### src/rtl/la_txser_pkg.sv
// la_txser shared definitions: FSM state codes and line idle level.
// Optional parity build switch: LA_TXSER_PARITY_EN.
package la_txser_pkg;

  localparam logic [2:0] S_IDLE   = 3'd0;
  localparam logic [2:0] S_START  = 3'd1;
  localparam logic [2:0] S_DATA   = 3'd2;
  localparam logic [2:0] S_PARITY = 3'd3;
  localparam logic [2:0] S_STOP   = 3'd4;

  localparam logic IDLE_LEVEL = 1'b1;

endpackage

### src/rtl/la_txser_baud.sv
// la_txser bit-period down-counter; tick marks the last cycle of a bit.
// Reloaded on word accept and at every bit boundary.
module la_txser_baud #(
  parameter int CW = 8
) (
  input  logic          clk,
  input  logic          nreset,
  input  logic          load,
  input  logic [CW-1:0] val,
  output logic          tick
);

  logic [CW-1:0] cnt_q;

  // load the period, otherwise count down and rest at zero
  always_ff @(posedge clk or negedge nreset) begin
    if (!nreset) begin
      cnt_q <= '0;
    end else if (load) begin
      cnt_q <= val;
    end else if (cnt_q != '0) begin
      cnt_q <= cnt_q - 1'b1;
    end
  end

  assign tick = (cnt_q == '0);

endmodule

### src/rtl/la_txser.sv
// la_txser framed serial transmitter (start, data LSB first, stop).
// Define LA_TXSER_PARITY_EN to insert an even-parity bit before stop.
module la_txser
  import la_txser_pkg::*;
#(
  parameter string PROP = "DEFAULT",
  parameter int    DW   = 8,
  parameter int    CW   = 8
) (
  input  logic          clk,
  input  logic          nreset,
  input  logic          en,
  input  logic [CW-1:0] div,
  input  logic          valid,
  input  logic [DW-1:0] data,
  output logic          ready,
  output logic          busy,
  output logic          sout
);

  localparam int BW = $clog2(DW) + 1;
  localparam logic [BW-1:0] LAST = BW'(DW - 1);

  logic [2:0]    state_q;
  logic [DW-1:0] shift_q;
  logic [DW-1:0] shift_d;
  logic [BW-1:0] idx_q;
  logic [CW-1:0] div_q;
  logic          sout_q;
  logic          busy_q;
  logic          init_q;
`ifdef LA_TXSER_PARITY_EN
  logic          par_q;
`endif

  logic          tick;
  logic          accept;
  logic          bload;
  logic [CW-1:0] bval;

  assign ready = en & init_q &
                 ((state_q == S_IDLE) |
                  ((state_q == S_STOP) & tick));
  assign accept = valid & ready;
  assign bload = accept | (tick & (state_q != S_IDLE));
  assign bval = accept ? div : div_q;
  assign shift_d = shift_q >> 1;

  la_txser_baud #(
    .CW(CW)
  ) u_baud (
    .clk   (clk),
    .nreset(nreset),
    .load  (bload),
    .val   (bval),
    .tick  (tick)
  );

  // frame sequencer; init_q holds ready low for the first cycle after reset
  always_ff @(posedge clk or negedge nreset) begin
    if (!nreset) begin
      state_q <= S_IDLE;
      shift_q <= '0;
      idx_q   <= '0;
      div_q   <= '0;
      sout_q  <= IDLE_LEVEL;
      busy_q  <= 1'b0;
      init_q  <= 1'b0;
`ifdef LA_TXSER_PARITY_EN
      par_q   <= 1'b0;
`endif
    end else begin
      init_q <= 1'b1;
      if (accept) begin
        state_q <= S_START;
        shift_q <= data;
        div_q   <= div;
        sout_q  <= ~IDLE_LEVEL;
        busy_q  <= 1'b1;
`ifdef LA_TXSER_PARITY_EN
        par_q   <= ^data;
`endif
      end else if (tick) begin
        case (state_q)
          S_START: begin
            state_q <= S_DATA;
            idx_q   <= '0;
            sout_q  <= shift_q[0];
          end
          S_DATA: begin
            if (idx_q == LAST) begin
`ifdef LA_TXSER_PARITY_EN
              state_q <= S_PARITY;
              sout_q  <= par_q;
`else
              state_q <= S_STOP;
              sout_q  <= IDLE_LEVEL;
`endif
            end else begin
              idx_q   <= idx_q + 1'b1;
              shift_q <= shift_d;
              sout_q  <= shift_d[0];
            end
          end
`ifdef LA_TXSER_PARITY_EN
          S_PARITY: begin
            state_q <= S_STOP;
            sout_q  <= IDLE_LEVEL;
          end
`endif
          S_STOP: begin
            state_q <= S_IDLE;
            busy_q  <= 1'b0;
          end
          default: ;
        endcase
      end
    end
  end

  assign busy = busy_q;
  assign sout = sout_q;

endmodule

### config.mk
export PLATFORM = sky130hd
export DESIGN_NAME = la_txser
export DESIGN_NICKNAME = d
export VERILOG_FILES = /design/src/rtl/la_txser_pkg.sv /design/src/rtl/la_txser_baud.sv /design/src/rtl/la_txser.sv
export SDC_FILE = /design/constraint.sdc
export NUM_CORES = 1
export LEC_CHECK = 0
export ABC_AREA = 1
export BUFFER_PORTS_ARGS = -buffer_cell sky130_fd_sc_hd__clkbuf_2
export CAP_MARGIN = 20
export CORE_UTILIZATION = 35
export CTS_CLUSTER_SIZE = 16
export DETAILED_ROUTE_END_ITERATION = 16
export PLACE_DENSITY = 0.5
export REMOVE_ABC_BUFFERS = 1
export SYNTH_ARGS = -nofsm -noshare
export SYNTH_HDL_FRONTEND = slang
export SYNTH_HIERARCHICAL = 1
export SYNTH_SLANG_ARGS = --single-unit
### constraint.sdc
create_clock -name clk -period 3.2 [get_ports clk]
set_clock_uncertainty 0.2 [all_clocks]
set_input_delay 0.32 -clock clk [delete_from_list [all_inputs] [get_ports clk]]
set_output_delay 0.32 -clock clk [all_outputs]
set_load 0.02 [all_outputs]
==> results of run 1 <==
## area by class of cell
type                    instances  area, sq um  area share
clock buffers                   7        86.33     0.04299
clock inverters                 1        5.005    0.002492
inverters                      16        60.06     0.02991
multi-input cells             163        793.3      0.3950
flip-flops and latches         34        852.1      0.4243
well taps                      67        83.83     0.04174
repair buffers                 24        127.6     0.06355
## sequential cells by signal, summed over array words and instances (netlist names)
register and flops:
sout 1, state_q 3, div_q 8, busy 1, idx_q 4, init_q 1
u_baud/cnt_q 8, shift_q 8
## power groups by stage
stage	combinational [mW]	clock, mW	sequential, mW
5_1_grt	0.749	0.347	0.794
6_report	0.631	0.321	0.766
3_3_place_gp	0.633	0	0.771
4_1_cts	0.642	0.333	0.766
2_1_floorplan	0.492	0	0.755
3_5_place_dp	0.643	0	0.771
## worst max-delay path by stage
stage | endpoint | from | depth (start not counted) | slack (ns)
after floorplan | u_baud/cnt_q[4] | u_baud/cnt_q[0] | 11 | 0.63
after global placement | u_baud/cnt_q[4] | u_baud/cnt_q[0] | 11 | 0.53
after detailed placement | u_baud/cnt_q[4] | u_baud/cnt_q[0] | 11 | 0.43
after CTS | u_baud/cnt_q[4] | u_baud/cnt_q[0] | 11 | 0.42
after global routing | u_baud/cnt_q[4] | u_baud/cnt_q[0] | 11 | 0.14
final | u_baud/cnt_q[4] | u_baud/cnt_q[0] | 11 | 0.44
## metrics by stage
stage	utilization	setup WS, ns
floorplan	-	0.6294
global placement	0.4011	0.5272
detailed placement	0.4011	0.4284
CTS	0.4224	0.4181
global route	0.4224	0.1429
finish	0.4224	0.4350
## logic make-up (layout without fill, tap and decap cells)
family / count (synthesis) / in the layout
simple gates: 138 / 138
fa+ha+maj: 2 / 2
compound gates: 18 / 18
buf+inv: 20 / 48
flops: 34 / 34
other cells: 1 / 1
xor+xnor: 4 / 4
## worst reg2reg max path: stages (launching register included)
cell and delay (ns):
dfrtp_1 0.38, inv_1 0.11, ha_1 0.28, nand2_2 0.10
nor2_4 0.25, o21ai_2 0.12, nor2_4 0.19, nand2_2 0.20
nand2_1 0.37, inv_1 0.19, nand2_4 0.14, a21boi_1 0.16
## layer usage
metal,vias up,global-route usage,routed length [um]
met4,0,0.04575,28
li1,743,-,-
met1,646,0.2143,1868
met2,23,0.2440,1543
met5,-,0,0
met3,2,0.03750,76
## placed cells by master (no fill, tap or decap), types with 2 or more instances in the layout
cell      netlist  final
nand2_1        79     79
dfrtp_1        33     33
nand3_1        31     31
clkbuf_2        0     22
inv_1          12     12
nor2_1         12     12
o21ai_0        10     10
clkbuf_8        0      6
nor2_2          5      5
o21ai_2         4      4
inv_2           4      4
xor2_1          3      3
nor2_4          2      2
nand2_2         2      2
nand3_2         2      2
nand4_1         2      2
nand3b_1        2      2
a21oi_1         2      2
ha_1            2      2
## what timing repair did
| item | CTS | global route |
|---|---|---|
| endpoints found under the hold margin | 33 | 0 |
| hold buffers | 1 | 0 |
| setup buffers | 0 | 0 |
| endpoints found under the setup margin | 0 | 0 |
==> flow_summary.ini, run 1 <==
[outcome]
status = completed

[sta]
report.final.hold_viol_count = 0
period_share = 0.8641
relSlewSlack = 0.4443
fmax_mhz = 361.7
drv_slew = 0
whs_ns = 0.04522
fin_setup_tns_ns = 0
setup_viol = 0
tightest_slew_ns = 0.8336
finalCriticalPeriod_ns = 2.765
rsz0062_at_grt = no

[cells_and_area]
finalInstanceArea_sq_um = 2008
num-nets-final = 266
syn2layout_area_growth_pct = 16.05
fin_cells = 312
layout-drive-gt1-share = 0.2082
fillers = 501
n_antenna_cell = 0

[worst_hold_path]
hp-class = input pin to register
hold_path_end = shift_q[7]
hold_start = data[7]
hold_path_depth = 3

[clocking]
clk_path_buf_depth = 2
insertion_delay_ns = 0.28
cts-root-buf = clkbuf_8
cts-buffers-inserted = 5
cts_tree = built
htreeDepth = 2
post_cts_resized = 0
clkSlewWorstSetupHoldPaths_ns = 0.07
clock-sinks = 34

[critical_path]
critPathLaunchType = register
worstReg2RegStart = u_baud/cnt_q[0]
path_cells = inv_1 -> ha_1 -> nand2_2 -> nor2_4 -> o21ai_2 -> nor2_4 -> nand2_2 -> nand2_1 -> inv_1 -> nand2_4 -> a21boi_1
cp_max_fo = 12
rr_worst_depth = 11
endpoint_kind = register
critPathArrivalTime_ns = 2.77
cp_slowest_cell = dfrtp_1
reg2reg_to = u_baud/cnt_q[4]
path_buf_inv = 2
reg2reg_slack_ns = 0.44
slowest_delay_ns = 0.38
critical_path_class = register to register
required_ns = 3.20
crit_family = simple AND/OR/NAND/NOR gates

[pwr]
p_sw_uw = 670.8
finalPower_mw = 1.719
switching_share = 0.3903
p_leak_nw = 1.007
pwr-share-comb = 0.367
p_seq_frac = 0.446
ir_drop_uv = 278.4
powerDensity_nw_per_um2 = 855.8
clockPowerShare = 0.187
p_int_mw = 1.048

[floorplanning]
chipWidth_um = 72.32
start_util = 0.3639
die_area_sq_um = 5229
rows = 25
core_area_sq_um = 4755
ios = 23
fp.dieH_um = 72.32

[synthesis]
synthMuxAreaShare = 0
synth_compound_area_frac = 0.06218
syn_area_sq_um = 1730
synth_fa_ha_area_frac = 0.01446
synth-seq-area-share = 0.4924
synth_top_cells_by_area = dfrtp_1 (48%), nand2_1 (17%), nand3_1 (9.0%)
synth_simple_gate_area_share = 0.3594
synth_top_cell_by_area = dfrtp_1
ys.warnings.count = 6
ys.flop_type = dfrtp_1
synthArstFlopShare = 1.000
synth_top_area_share = 0.4772
yosysMostFrequentCell = nand2_1
synth_common_cells = nand2_1 (79), dfrtp_1 (33), nand3_1 (31)
synth_xor_area_frac = 0.02025
synth_edf_count = 0
synth_top_family_by_area = simple AND/OR/NAND/NOR gates
avgSynthCellArea_sq_um = 7.974
yosysUniqueCellTypes = 26
ys_ff_latch = 34
syn_inst = 217

[route]
routedWlPerCell_um = 11.27
vias = 1414
drt-vias-per-instance = 4.532
drc = 0
drtIter0Drc = 70
drtAntennaViolNets = 0
first_pass_iters = 4
routed_wl_um = 3516

[grt]
grt_overflow = 0
grt_pass1_wl_um = 6306
grt_use_total = 0.1558
antenna_found_initial = 0
grt_pass1_vias = 1404
grt_max_degree = 35

[place]
port_buffers = 22
dp_hpwl_um = 2524
gp_congestion = 0.7638
placed_area_sq_um = 1907
dpl.cell_count = 303

[flow_run]
maxCapViolCount = 0
Power figures use the tool's default switching activity.
==> inputs of run 2 (changes only) <==
--- a/config.mk
+++ b/config.mk
@@ -8,10 +8,10 @@
 export ABC_AREA = 1
 export BUFFER_PORTS_ARGS = -buffer_cell sky130_fd_sc_hd__clkbuf_2
 export CAP_MARGIN = 20
-export CORE_UTILIZATION = 35
+export CORE_UTILIZATION = 30
 export CTS_CLUSTER_SIZE = 16
 export DETAILED_ROUTE_END_ITERATION = 16
-export PLACE_DENSITY = 0.5
+export PLACE_DENSITY = 0.44
 export REMOVE_ABC_BUFFERS = 1
 export SYNTH_ARGS = -nofsm -noshare
 export SYNTH_HDL_FRONTEND = slang
==> constraint.sdc (replaced) <==
create_clock -name clk -period 2.8 [get_ports clk]
set_clock_uncertainty 0.2 [all_clocks]
set_input_delay 0.28 -clock clk [delete_from_list [all_inputs] [get_ports clk]]
set_output_delay 0.28 -clock clk [all_outputs]
set_load 0.02 [all_outputs]
==> run 2 against run 1 <==
Highest routed layer unchanged; non-clock buffer count grew 2; sequential share of layout area decreased by 0.24 points; critical path type unchanged; routed wire length is 5.4% higher; die area rose by 16%; power up 12%; worst setup slack worse by 0.033 ns; fmax grew 15%; clock-buffer cell count unchanged.
==> flow_summary.ini, run 2 (same netlist as run 1, synthesis figures left out) <==
[outcome]
status = completed

[clocking]
cts_tree = built
insertion_delay_ns = 0.28
post_cts_buffers = 0
clock-sinks = 34
htreeDepth = 2
clk_path_buf_depth = 2
cts-root-buf = clkbuf_8
cts-buffers-inserted = 5
clkSlewWorstSetupHoldPaths_ns = 0.06

[critical_path]
critPathLaunchType = register
endpoint_kind = register
critPathMostFrequentCell = nand2_2
worstReg2RegStart = u_baud/cnt_q[0]
crit_family = simple AND/OR/NAND/NOR gates
cp-startpoint = u_baud/cnt_q[0]
cp_slowest_cell = dfrtp_1
slowest_delay_ns = 0.37
required_ns = 2.81
critical_path_class = register to register
path_buf_inv = 2
critPathArrivalTime_ns = 2.41
cp_max_fo = 12
path_cells = inv_1 -> ha_1 -> nand2_2 -> nor2_4 -> o21ai_2 -> nor2_4 -> nand2_2 -> nand2_2 -> inv_1 -> nand2_4 -> a21boi_1

[place]
gp_congestion = 0.7926
placed_area_sq_um = 1921
dp_hpwl_um = 2674
port_buffers = 22

[route]
vias = 1431
drt-vias-per-instance = 4.500
drtIter0Drc = 62
routedWlPerCell_um = 11.65
routed_wl_um = 3705
drtAntennaViolNets = 0
drc = 0
first_pass_iters = 4

[pwr]
p_seq_frac = 0.452
p_int_mw = 1.173
p_sw_uw = 759.1
ir_drop_uv = 256.6
powerDensity_nw_per_um2 = 957.0
pwr-share-comb = 0.374
p_leak_nw = 1.006
clockPowerShare = 0.174
switching_share = 0.3928

[worst_hold_path]
hp-class = input pin to register
hold_start = div[0]

[floorplanning]
fp.dieH_um = 77.95
start_util = 0.3123
die_area_sq_um = 6075
rows = 27
core_area_sq_um = 5540
ios = 23
chipWidth_um = 77.95

[sta]
finalCriticalPeriod_ns = 2.398
rsz0062_at_grt = no
setup_viol = 0
period_share = 0.8566
fmax_mhz = 416.9
tightest_slew_ns = 0.8859
fin_setup_tns_ns = 0
report.final.hold_viol_count = 0
relSlewSlack = 0.4094
drv_slew = 0

[grt]
grt_max_degree = 35
grt_pass1_wl_um = 6603
grt_overflow = 0
grt_use_total = 0.1422
grt_pass1_vias = 1412
antenna_found_initial = 0

[cells_and_area]
largest_registers = div_q (8), shift_q (8), u_baud/cnt_q (8)
num-nets-final = 268
syn2layout_area_growth_pct = 16.70
final_cell_mix = nand2_1 (78), dfrtp_1 (33), nand3_1 (31), clkbuf_2 (22)
finalInstanceArea_sq_um = 2019
final_common_cell = nand2_1
n_antenna_cell = 0
layout-drive-gt1-share = 0.2073

[flow_run]
maxCapViolCount = 0
run 2: final timing paths:
check                                   to  slack [ns]  cells past startpoint
setup / recovery           u_baud/cnt_q[4]        0.40                     11
hold / removal                    div_q[0]        0.03                      3
setup reg to reg           u_baud/cnt_q[4]        0.40                     11
hold reg to reg                   div_q[0]        0.28                      2
max in group asynchronous       state_q[0]        1.39                      2
min in group asynchronous       shift_q[4]        0.45                      2
run 2: final cells by class:
type                       count  area, sq um
clock buffer                   7        76.32
fill                         623         3521
inverter                      16        60.06
multi-input combinational    163        795.8
sequential                    34        852.1
tap                           72        90.09
timing repair buffer          26        145.1
run 2: metrics by stage:
stage          std cells  utilization  hold WS, ns  setup slack [ns]  power (mW)
4_1_cts              318       0.3640      0.02187            0.2211       1.968
2_1_floorplan        213            -      -0.2156            0.2294       1.425
6_report             318       0.3645      0.02578            0.4016       1.933
3_5_place_dp         309       0.3467       0.2613            0.2451       1.617
5_1_grt              318       0.3645      0.05487           0.08746       2.147
3_3_place_gp         309       0.3467       0.2481            0.2864       1.623
run 2: per-layer routing:
| metal | vias up | share of wire | global-route usage |
|---|---|---|---|
| li1 | 752 | - | - |
| met1 | 648 | 0.52 | 0.1923 |
| met2 | 29 | 0.43 | 0.2159 |
| met3 | 2 | 0.045 | 0.04118 |
| met4 | 0 | 0.0078 | 0.05000 |
| met5 | - | 0 | 0 |
run 2: power groups by stage:
| stage | Clock (mW) | Sequential (mW) | Combinational (mW) |
|---|---|---|---|
| after floorplan | 0 | 0.863 | 0.562 |
| after global placement | 0 | 0.885 | 0.738 |
| after detailed placement | 0 | 0.882 | 0.735 |
| after CTS | 0.356 | 0.874 | 0.738 |
| after global routing | 0.375 | 0.906 | 0.866 |
| final | 0.337 | 0.873 | 0.723 |
run 2: worst register-to-register path: stages, from the launching register on:
cell and delay (ns):
dfrtp_1 0.37, inv_1 0.10, ha_1 0.27, nand2_2 0.11, nor2_4 0.12, o21ai_2 0.08
nor2_4 0.20, nand2_2 0.20, nand2_2 0.24, inv_1 0.14, nand2_4 0.13, a21boi_1 0.15
run 2: repair_timing:
item                                    CTS  global route
endpoints found under the setup margin    0             4
hold buffers                              2             0
hold endpoints to repair                 34             0
resized for setup                         0             1
